==> src/rtl/dcache_word_reader.sv <==
// dcache_word_reader
//
// Load initiator for one dcache request port, on the core side of the cache-controller
// protocol. It reads num_words_i consecutive 64-bit words starting at start_addr_i, using
// the split index/tag request handshake, and presents the returned words on a valid/ready
// stream through a small elastic buffer.
//
// Build option: define DCACHE_WORD_READER_PERF_EN to enable the stall_cnt_o counter.
// When it is undefined, stall_cnt_o is tied to 0.
//
// Ports:
//   clk_i, rst_ni        clock, asynchronous active-low reset
//   start_i              start pulse, accepted only while busy_o = 0
//   start_addr_i         first word address (56-bit, 8-byte aligned)
//   num_words_i          number of words to read (0 = complete immediately)
//   abort_i              abandon the current run
//   busy_o               run in progress (through the done_o cycle)
//   done_o / aborted_o   end-of-run pulse; aborted_o qualifies done_o
//   err_o                pulse when a start is rejected as misaligned
//   address_index_o, data_req_o, data_gnt_i            index phase
//   address_tag_o, tag_valid_o, kill_req_o             tag phase
//   data_rvalid_i, data_rdata_i                        read response
//   data_we_o, data_be_o, data_size_o, data_wdata_o    constant read attributes
//   out_valid_o, out_data_o, out_ready_i               output stream
//   stall_cnt_o          saturating stall-cycle counter (optional)
module dcache_word_reader #(
  parameter int unsigned INDEX_W    = 12,
  parameter int unsigned TAG_W      = 44,
  parameter int unsigned CNT_W      = 8,
  parameter int unsigned FIFO_DEPTH = 2
) (
  input  logic                       clk_i,
  input  logic                       rst_ni,
  input  logic                       start_i,
  input  logic [INDEX_W+TAG_W-1:0]   start_addr_i,
  input  logic [CNT_W-1:0]           num_words_i,
  input  logic                       abort_i,
  output logic                       busy_o,
  output logic                       done_o,
  output logic                       err_o,
  output logic                       aborted_o,
  output logic [INDEX_W-1:0]         address_index_o,
  output logic [TAG_W-1:0]           address_tag_o,
  output logic                       data_req_o,
  output logic                       data_we_o,
  output logic [7:0]                 data_be_o,
  output logic [1:0]                 data_size_o,
  output logic [63:0]                data_wdata_o,
  output logic                       kill_req_o,
  output logic                       tag_valid_o,
  input  logic                       data_gnt_i,
  input  logic                       data_rvalid_i,
  input  logic [63:0]                data_rdata_i,
  output logic                       out_valid_o,
  output logic [63:0]                out_data_o,
  input  logic                       out_ready_i,
  output logic [31:0]                stall_cnt_o
);

  localparam int unsigned AddrW = INDEX_W + TAG_W;
  localparam int unsigned PtrW  = (FIFO_DEPTH > 1) ? $clog2(FIFO_DEPTH) : 1;
  localparam int unsigned OccW  = $clog2(FIFO_DEPTH + 1);

  typedef enum logic [2:0] {
    StIdle,
    StReq,
    StTag,
    StWait,
    StDrainKill
  } state_e;

  // FSM state and registered outputs
  state_e               r_state;
  logic [AddrW-1:0]     r_cur_addr;
  logic [CNT_W-1:0]     r_remaining;
  logic                 r_busy;
  logic                 r_done;
  logic                 r_aborted;
  logic                 r_err;
  logic                 r_req;
  logic                 r_tag_valid;
  logic [INDEX_W-1:0]   r_addr_index;
  logic [TAG_W-1:0]     r_addr_tag;
  logic                 r_abort_pend;

  // Output buffer
  logic [63:0]          r_mem [FIFO_DEPTH];
  logic [PtrW-1:0]      r_wptr;
  logic [PtrW-1:0]      r_rptr;
  logic [OccW-1:0]      r_count;
  logic                 r_out_valid;

  logic                 w_discard;
  logic                 w_push;
  logic                 w_pop;
  logic                 w_flush;
  logic [OccW-1:0]      w_count_next;
  logic                 w_has_room;
  logic [AddrW-1:0]     w_addr_next;

  // An abort seen in WAIT (now or earlier) turns the returning word into a discard.
  assign w_discard   = r_abort_pend | abort_i;
  assign w_push      = (r_state == StWait) & data_rvalid_i & ~w_discard;
  assign w_pop       = r_out_valid & out_ready_i;
  // Aborted runs flush the buffer on the same edge that raises done_o/aborted_o.
  assign w_flush     = ((r_state == StReq) & abort_i) |
                       ((r_state == StWait) & data_rvalid_i & w_discard) |
                       ((r_state == StDrainKill) & data_rvalid_i);
  assign w_addr_next = r_cur_addr + AddrW'(8);

  always_comb begin
    w_count_next = r_count;
    if (w_flush) begin
      w_count_next = '0;
    end else begin
      if (w_push) w_count_next = w_count_next + OccW'(1);
      if (w_pop)  w_count_next = w_count_next - OccW'(1);
    end
  end

  // Occupancy can only fall while in REQ, so judging room on the next-cycle count keeps
  // the registered request safe: a granted word always finds a free slot.
  assign w_has_room = (w_count_next < OccW'(FIFO_DEPTH));

  always_ff @(posedge clk_i or negedge rst_ni) begin
    if (!rst_ni) begin
      r_state      <= StIdle;
      r_cur_addr   <= '0;
      r_remaining  <= '0;
      r_busy       <= 1'b0;
      r_done       <= 1'b0;
      r_aborted    <= 1'b0;
      r_err        <= 1'b0;
      r_req        <= 1'b0;
      r_tag_valid  <= 1'b0;
      r_addr_index <= '0;
      r_addr_tag   <= '0;
      r_abort_pend <= 1'b0;
    end else begin
      r_done    <= 1'b0;
      r_aborted <= 1'b0;
      r_err     <= 1'b0;
      unique case (r_state)
        StIdle: begin
          // r_busy still high here means this is the done_o cycle: starts are refused.
          r_busy <= 1'b0;
          if (start_i && !r_busy) begin
            if (start_addr_i[2:0] != 3'b000) begin
              r_err <= 1'b1;
            end else begin
              r_busy <= 1'b1;
              if (num_words_i == '0) begin
                r_done <= 1'b1;
              end else begin
                r_cur_addr   <= start_addr_i;
                r_remaining  <= num_words_i;
                r_addr_index <= start_addr_i[INDEX_W-1:0];
                r_abort_pend <= 1'b0;
                r_req        <= w_has_room;
                r_state      <= StReq;
              end
            end
          end
        end
        StReq: begin
          if (abort_i) begin
            // A grant in this same cycle is ignored; no tag phase follows.
            r_req     <= 1'b0;
            r_done    <= 1'b1;
            r_aborted <= 1'b1;
            r_state   <= StIdle;
          end else if (r_req && data_gnt_i) begin
            r_req       <= 1'b0;
            r_tag_valid <= 1'b1;
            r_addr_tag  <= r_cur_addr[AddrW-1:INDEX_W];
            r_state     <= StTag;
          end else begin
            r_req <= w_has_room;
          end
        end
        StTag: begin
          r_tag_valid <= 1'b0;
          r_state     <= abort_i ? StDrainKill : StWait;
        end
        StWait: begin
          if (abort_i) r_abort_pend <= 1'b1;
          if (data_rvalid_i) begin
            if (w_discard) begin
              r_abort_pend <= 1'b0;
              r_done       <= 1'b1;
              r_aborted    <= 1'b1;
              r_state      <= StIdle;
            end else begin
              r_cur_addr  <= w_addr_next;
              r_remaining <= r_remaining - CNT_W'(1);
              if (r_remaining == CNT_W'(1)) begin
                r_done  <= 1'b1;
                r_state <= StIdle;
              end else begin
                r_addr_index <= w_addr_next[INDEX_W-1:0];
                r_req        <= w_has_room;
                r_state      <= StReq;
              end
            end
          end
        end
        StDrainKill: begin
          // The cache acknowledges the kill with one rvalid, which is dropped.
          if (data_rvalid_i) begin
            r_done    <= 1'b1;
            r_aborted <= 1'b1;
            r_state   <= StIdle;
          end
        end
        default: begin
          r_state <= StIdle;
        end
      endcase
    end
  end

  always_ff @(posedge clk_i or negedge rst_ni) begin
    if (!rst_ni) begin
      for (int i = 0; i < int'(FIFO_DEPTH); i++) begin
        r_mem[i] <= '0;
      end
      r_wptr      <= '0;
      r_rptr      <= '0;
      r_count     <= '0;
      r_out_valid <= 1'b0;
    end else if (w_flush) begin
      r_wptr      <= '0;
      r_rptr      <= '0;
      r_count     <= '0;
      r_out_valid <= 1'b0;
    end else begin
      if (w_push) begin
        r_mem[r_wptr] <= data_rdata_i;
        r_wptr        <= r_wptr + PtrW'(1);
      end
      if (w_pop) begin
        r_rptr <= r_rptr + PtrW'(1);
      end
      r_count     <= w_count_next;
      r_out_valid <= (w_count_next != '0);
    end
  end

`ifdef DCACHE_WORD_READER_PERF_EN
  logic [31:0] r_stall_cnt;
  logic        w_stall;
  logic        w_start_ok;

  // Stalled: request pending without grant, or request held back by a full buffer.
  assign w_stall    = (r_state == StReq) & ~(r_req & data_gnt_i);
  assign w_start_ok = (r_state == StIdle) & ~r_busy & start_i & (start_addr_i[2:0] == 3'b000);

  always_ff @(posedge clk_i or negedge rst_ni) begin
    if (!rst_ni) begin
      r_stall_cnt <= '0;
    end else if (w_start_ok) begin
      r_stall_cnt <= '0;
    end else if (w_stall && (r_stall_cnt != '1)) begin
      r_stall_cnt <= r_stall_cnt + 32'd1;
    end
  end

  assign stall_cnt_o = r_stall_cnt;
`else
  assign stall_cnt_o = '0;
`endif

  assign busy_o          = r_busy;
  assign done_o          = r_done;
  assign err_o           = r_err;
  assign aborted_o       = r_aborted;
  assign address_index_o = r_addr_index;
  assign address_tag_o   = r_addr_tag;
  assign data_req_o      = r_req;
  assign tag_valid_o     = r_tag_valid;
  // The kill must accompany the tag phase it cancels, so it follows abort_i directly.
  assign kill_req_o      = (r_state == StTag) & abort_i;
  assign data_we_o       = 1'b0;
  assign data_be_o       = 8'hFF;
  assign data_size_o     = 2'b11;
  assign data_wdata_o    = '0;
  assign out_valid_o     = r_out_valid;
  assign out_data_o      = r_mem[r_rptr];

endmodule
==> config.mk <==
export PLATFORM = sky130hd
export DESIGN_NAME = dcache_word_reader
export DESIGN_NICKNAME = d
export VERILOG_FILES = /design/src/rtl/dcache_word_reader.sv
export SDC_FILE = /design/constraint.sdc
export NUM_CORES = 1
export LEC_CHECK = 0
export BUFFER_PORTS_ARGS = -buffer_cell sky130_fd_sc_hd__buf_4
export CAP_MARGIN = 20
export CORE_MARGIN = 3
export CORE_UTILIZATION = 45
export DETAILED_ROUTE_END_ITERATION = 10
export GPL_TIMING_DRIVEN = 0
export PLACE_DENSITY = 0.73
export SLEW_MARGIN = 20
export SYNTH_ARGS = -nofsm -noshare
export SYNTH_HDL_FRONTEND = slang
export SYNTH_SLANG_ARGS = --single-unit
==> constraint.sdc <==
create_clock -name clk_i -period 2.3 [get_ports clk_i]
set_clock_uncertainty 0.15 [all_clocks]
set_input_delay 0.23 -clock clk_i [delete_from_list [all_inputs] [get_ports clk_i]]
set_output_delay 0.23 -clock clk_i [all_outputs]
set_load 0.01 [all_outputs]
==> metrics.log <==
[metrics] total number of vias: 12.1k
[metrics] met3 global-route usage: 5.31%
[metrics] Ys Warns: 0
[metrics] DRC viols: 0
[metrics] number of flops mapped to enable cells by yosys: 0
[metrics] Final ANT Viol Nets: 0
[metrics] number of iterations in the first detailed-routing pass: 5
[metrics] crit path launch type: register
[metrics] Setup violations, final: 0
[metrics] post-detail-place hpwl: 30600 µm
[metrics] starting density of the core: 45.9%
[metrics] status: complete, no violations
[metrics] TritonCTS buffer count: 30
[metrics] Clock Tree Buf Depth: 3
[metrics] placer congestion estimate: 0.929
[metrics] signed area change from the synthesized netlist to the final layout: 42.8%
[metrics] vias in the first global route: 12.2k
[metrics] gr usage total: 26.6%
[metrics] number of non-filler instances in the completed layout: 2201
[metrics] worst supply voltage drop on vdd: 661 µV
[metrics] CTS sink cnt: 263
[metrics] y dimension of the die: 180 µm
[metrics] part of the Yosys area used for sequential elements: 48.2%
[metrics] largest stage delay on the critical path: 0.56 ns
[metrics] global routing met2 resource utilization: 45.3%
[metrics] synthesis-stage register bit count: 263
[metrics] final worst-path cycle share: 98.6%
[metrics] Die W: 180 µm
[metrics] floorplan die area: 0.0325 mm²
[metrics] Mapped Cells: 1234
[metrics] classification of the worst setup path: reg2reg
[metrics] path type of the worst min-delay path: in2async
[metrics] core utilization of the finished layout: 65.5%
[metrics] Max Clock Freq: 441 MHz
[metrics] element type at the critical path end: register
[metrics] number of antenna violations at the first check in global routing: 0
[metrics] Maximum Capacitance Violations: 0
[metrics] Required @ worst endpoint: 2.58 ns
[metrics] CTS tree: built
[metrics] cell with the largest stage delay on the worst path: sky130_fd_sc_hd__or4_4
[metrics] minimum clock period after layout: 2.27 ns
[metrics] setup repair after global routing missed its margin: yes
[metrics] power per unit of standard cell area: 1060 mW/mm²
[metrics] average wire per cell in the routed design: 20.6 µm
[metrics] worst-case hold slack: 0.0132 ns
[metrics] cells traversed along the worst timing path: buf_6 > and4_4 > buf_6 > nand4_1 > or4_4 > o211ai_1 > or3b_1
[metrics] core area: 0.0298 mm²
[metrics] dominant synthesized flop cell: sky130_fd_sc_hd__dfrtp_1
[metrics] syn avg cell area: 11.1 µm²
[metrics] combined buffer and inverter count along the critical path: 2
[metrics] Async S/R FF share, synth: 100%
[metrics] Crit path depth: 7
[metrics] busiest layer in global routing: met2
[metrics] sum of routed wire length over all layers: 45300 µm
[metrics] total leakage power: 9.54 nW
[metrics] post-CTS clock slew at the launch and capture registers of the worst setup and hold paths: 0.06 ns
[metrics] maximum number of pins on one net before global-route repair: 88
[metrics] Pins Over Slew Limit: 0
[metrics] # nets final: 1927
[metrics] gate family responsible for the most delay along the worst path: simple AND/OR/NAND/NOR gates
[metrics] cell occurring most often along the worst timing path: sky130_fd_sc_hd__buf_6
[metrics] gr ovfl total: 0
[metrics] Iter 0 DRT Violations: 1071
[metrics] ratio of cells with drive above 1 in the final layout: 44.6%
[metrics] standard-cell row count: 63
[metrics] slew of the pin with the lowest slew margin: 0.625 ns
[metrics] highest net fanout along the worst path: 7
[metrics] WP data arrival: 2.55 ns
[metrics] Final Hold Violating Endpoints: 0
[metrics] number of unique standard cell types used by synthesis: 65
[metrics] commonest non-fill, non-tap cells in the layout: sky130_fd_sc_hd__buf_4 (406), sky130_fd_sc_hd__dfrtp_1 (255), sky130_fd_sc_hd__mux2_2 (242)
[metrics] cell total after placement: 1995
[metrics] antenna diode count: 0
[metrics] IO Pins: 370
[metrics] global-route wire length before repair: 70000 µm
[metrics] cell depth of the worst flop-to-flop path: 7
[metrics] met1 track demand over resource: 34.0%
[metrics] netlist area before placement: 0.0137 mm²
[metrics] filler cell count: 2211
[metrics] Skew-Pair Late Insertion Delay: 0.56 ns
[metrics] CTS H-tree depth: 1
[metrics] Slew Limit Headroom: 58.0%
[metrics] leading cell type in the layout, fill and taps excluded: sky130_fd_sc_hd__buf_4
[metrics] Clock Root Buffer: sky130_fd_sc_hd__clkbuf_16
[metrics] count of buffers from port buffering: 262
[metrics] vias per inst: 5.49
path summary, 6_finish.rpt:
| check | from | end | slack, ns |
|---|---|---|---|
| max | r_cur_addr[11] | r_cur_addr[49] | 0.03 |
| min | rst_ni | r_mem[112] | 0.01 |
| max reg2reg | r_cur_addr[11] | r_cur_addr[49] | 0.03 |
| min reg2reg | r_cur_addr[2] | r_cur_addr[2] | 0.34 |
| max in group asynchronous | rst_ni | r_cur_addr[24] | 1.19 |
| min in group clk_i | start_i | busy_o | 0.03 |
power by group:
part | leakage [nW] | total [mW] | switching, mW | internal, mW
Combinational | 5.70 | 8.37 | 4.27 | 4.10
Clock | 0.480 | 4.77 | 1.94 | 2.82
Sequential | 3.36 | 7.53 | 1.41 | 6.12
cell families (layout without fill, tap and decap cells):
family	after synthesis	in the layout	synth area share [%]
AOI/OAI and AO/OA	206	206	9.83
xor gates and xnor gates	10	10	0.641
adders and majority gates	3	3	0.275
buffers and inverters	195	667	8.70
DFF	263	263	48.2
muxes	253	253	20.7
other	2	107	0.0550
and+or+nand+nor	302	302	11.6
state kept, by name, indices dropped and copies added, names as in the netlist:
register / flops
tag_valid_o: 1
data_req_o: 1
out_valid_o: 1
r_wptr: 1
aborted_o: 1
r_abort_pend: 1
done_o: 1
r_rptr: 1
busy_o: 1
address_index_o: 12
r_cur_addr: 56
address_tag_o: 44
r_count: 2
err_o: 1
r_remaining: 8
r_state: 3
r_mem: 128
cells in the mapped netlist, types with 20 or more instances:
cell type / instances / area share, %
sky130_fd_sc_hd__nand3_1: 37 / 1.4
sky130_fd_sc_hd__dfrtp_1: 263 / 48
sky130_fd_sc_hd__mux2_2: 242 / 20
sky130_fd_sc_hd__clkbuf_1: 44 / 1.2
sky130_fd_sc_hd__nor3_1: 29 / 1.1
sky130_fd_sc_hd__a21oi_1: 61 / 2.2
sky130_fd_sc_hd__buf_2: 20 / 0.73
sky130_fd_sc_hd__nand4_1: 24 / 1.1
sky130_fd_sc_hd__buf_4: 113 / 6.2
sky130_fd_sc_hd__nand2_1: 63 / 1.7
sky130_fd_sc_hd__nor2_1: 56 / 1.5
sky130_fd_sc_hd__o21ai_0: 41 / 1.5
per-layer routing:
layer | vias up | wire length (µm)
met2 | 668 | 22000
met5 | - | 0
met4 | 0 | 1740
li1 | 5382 | -
met3 | 132 | 3810
met1 | 5906 | 17800
through the flow:
stage	TNS (ns)	power [mW]	cell area, µm²	worst slack [ns]
6_report	0	20.7	19500	0.0326
2_1_floorplan	0	11.7	14100	0.0140
3_5_place_dp	-138.67	15.0	16600	-0.942
4_1_cts	0	20.3	19300	0.00374
3_3_place_gp	-477.63	14.8	16500	-1.33
5_1_grt	-0.0984	21.7	19500	-0.0489
area by class of cell:
type	instances	area (µm²)	share of cell area, %
Multi-Input combinational cell	881	6520	33.4
Timing Repair Buffer	424	3610	18.5
Clock inverter	10	113	0.577
Inverter	15	56.3	0.288
Buffer	174	1280	6.55
Tap cell	390	488	2.50
Sequential cell	263	6590	33.8
Clock buffer	44	865	4.43
timing repair:
item | 4_1_cts | 5_1_grt
pin swaps | 6 | 11
gates cloned | 0 | 0
hold buffers | 132 | 0
setup endpoints to repair | 307 | 248
buffers inserted | 13 | 13
gates resized for setup | 91 | 59
hold endpoints to repair | 467 | 0
(Power assumes the default switching activity.)
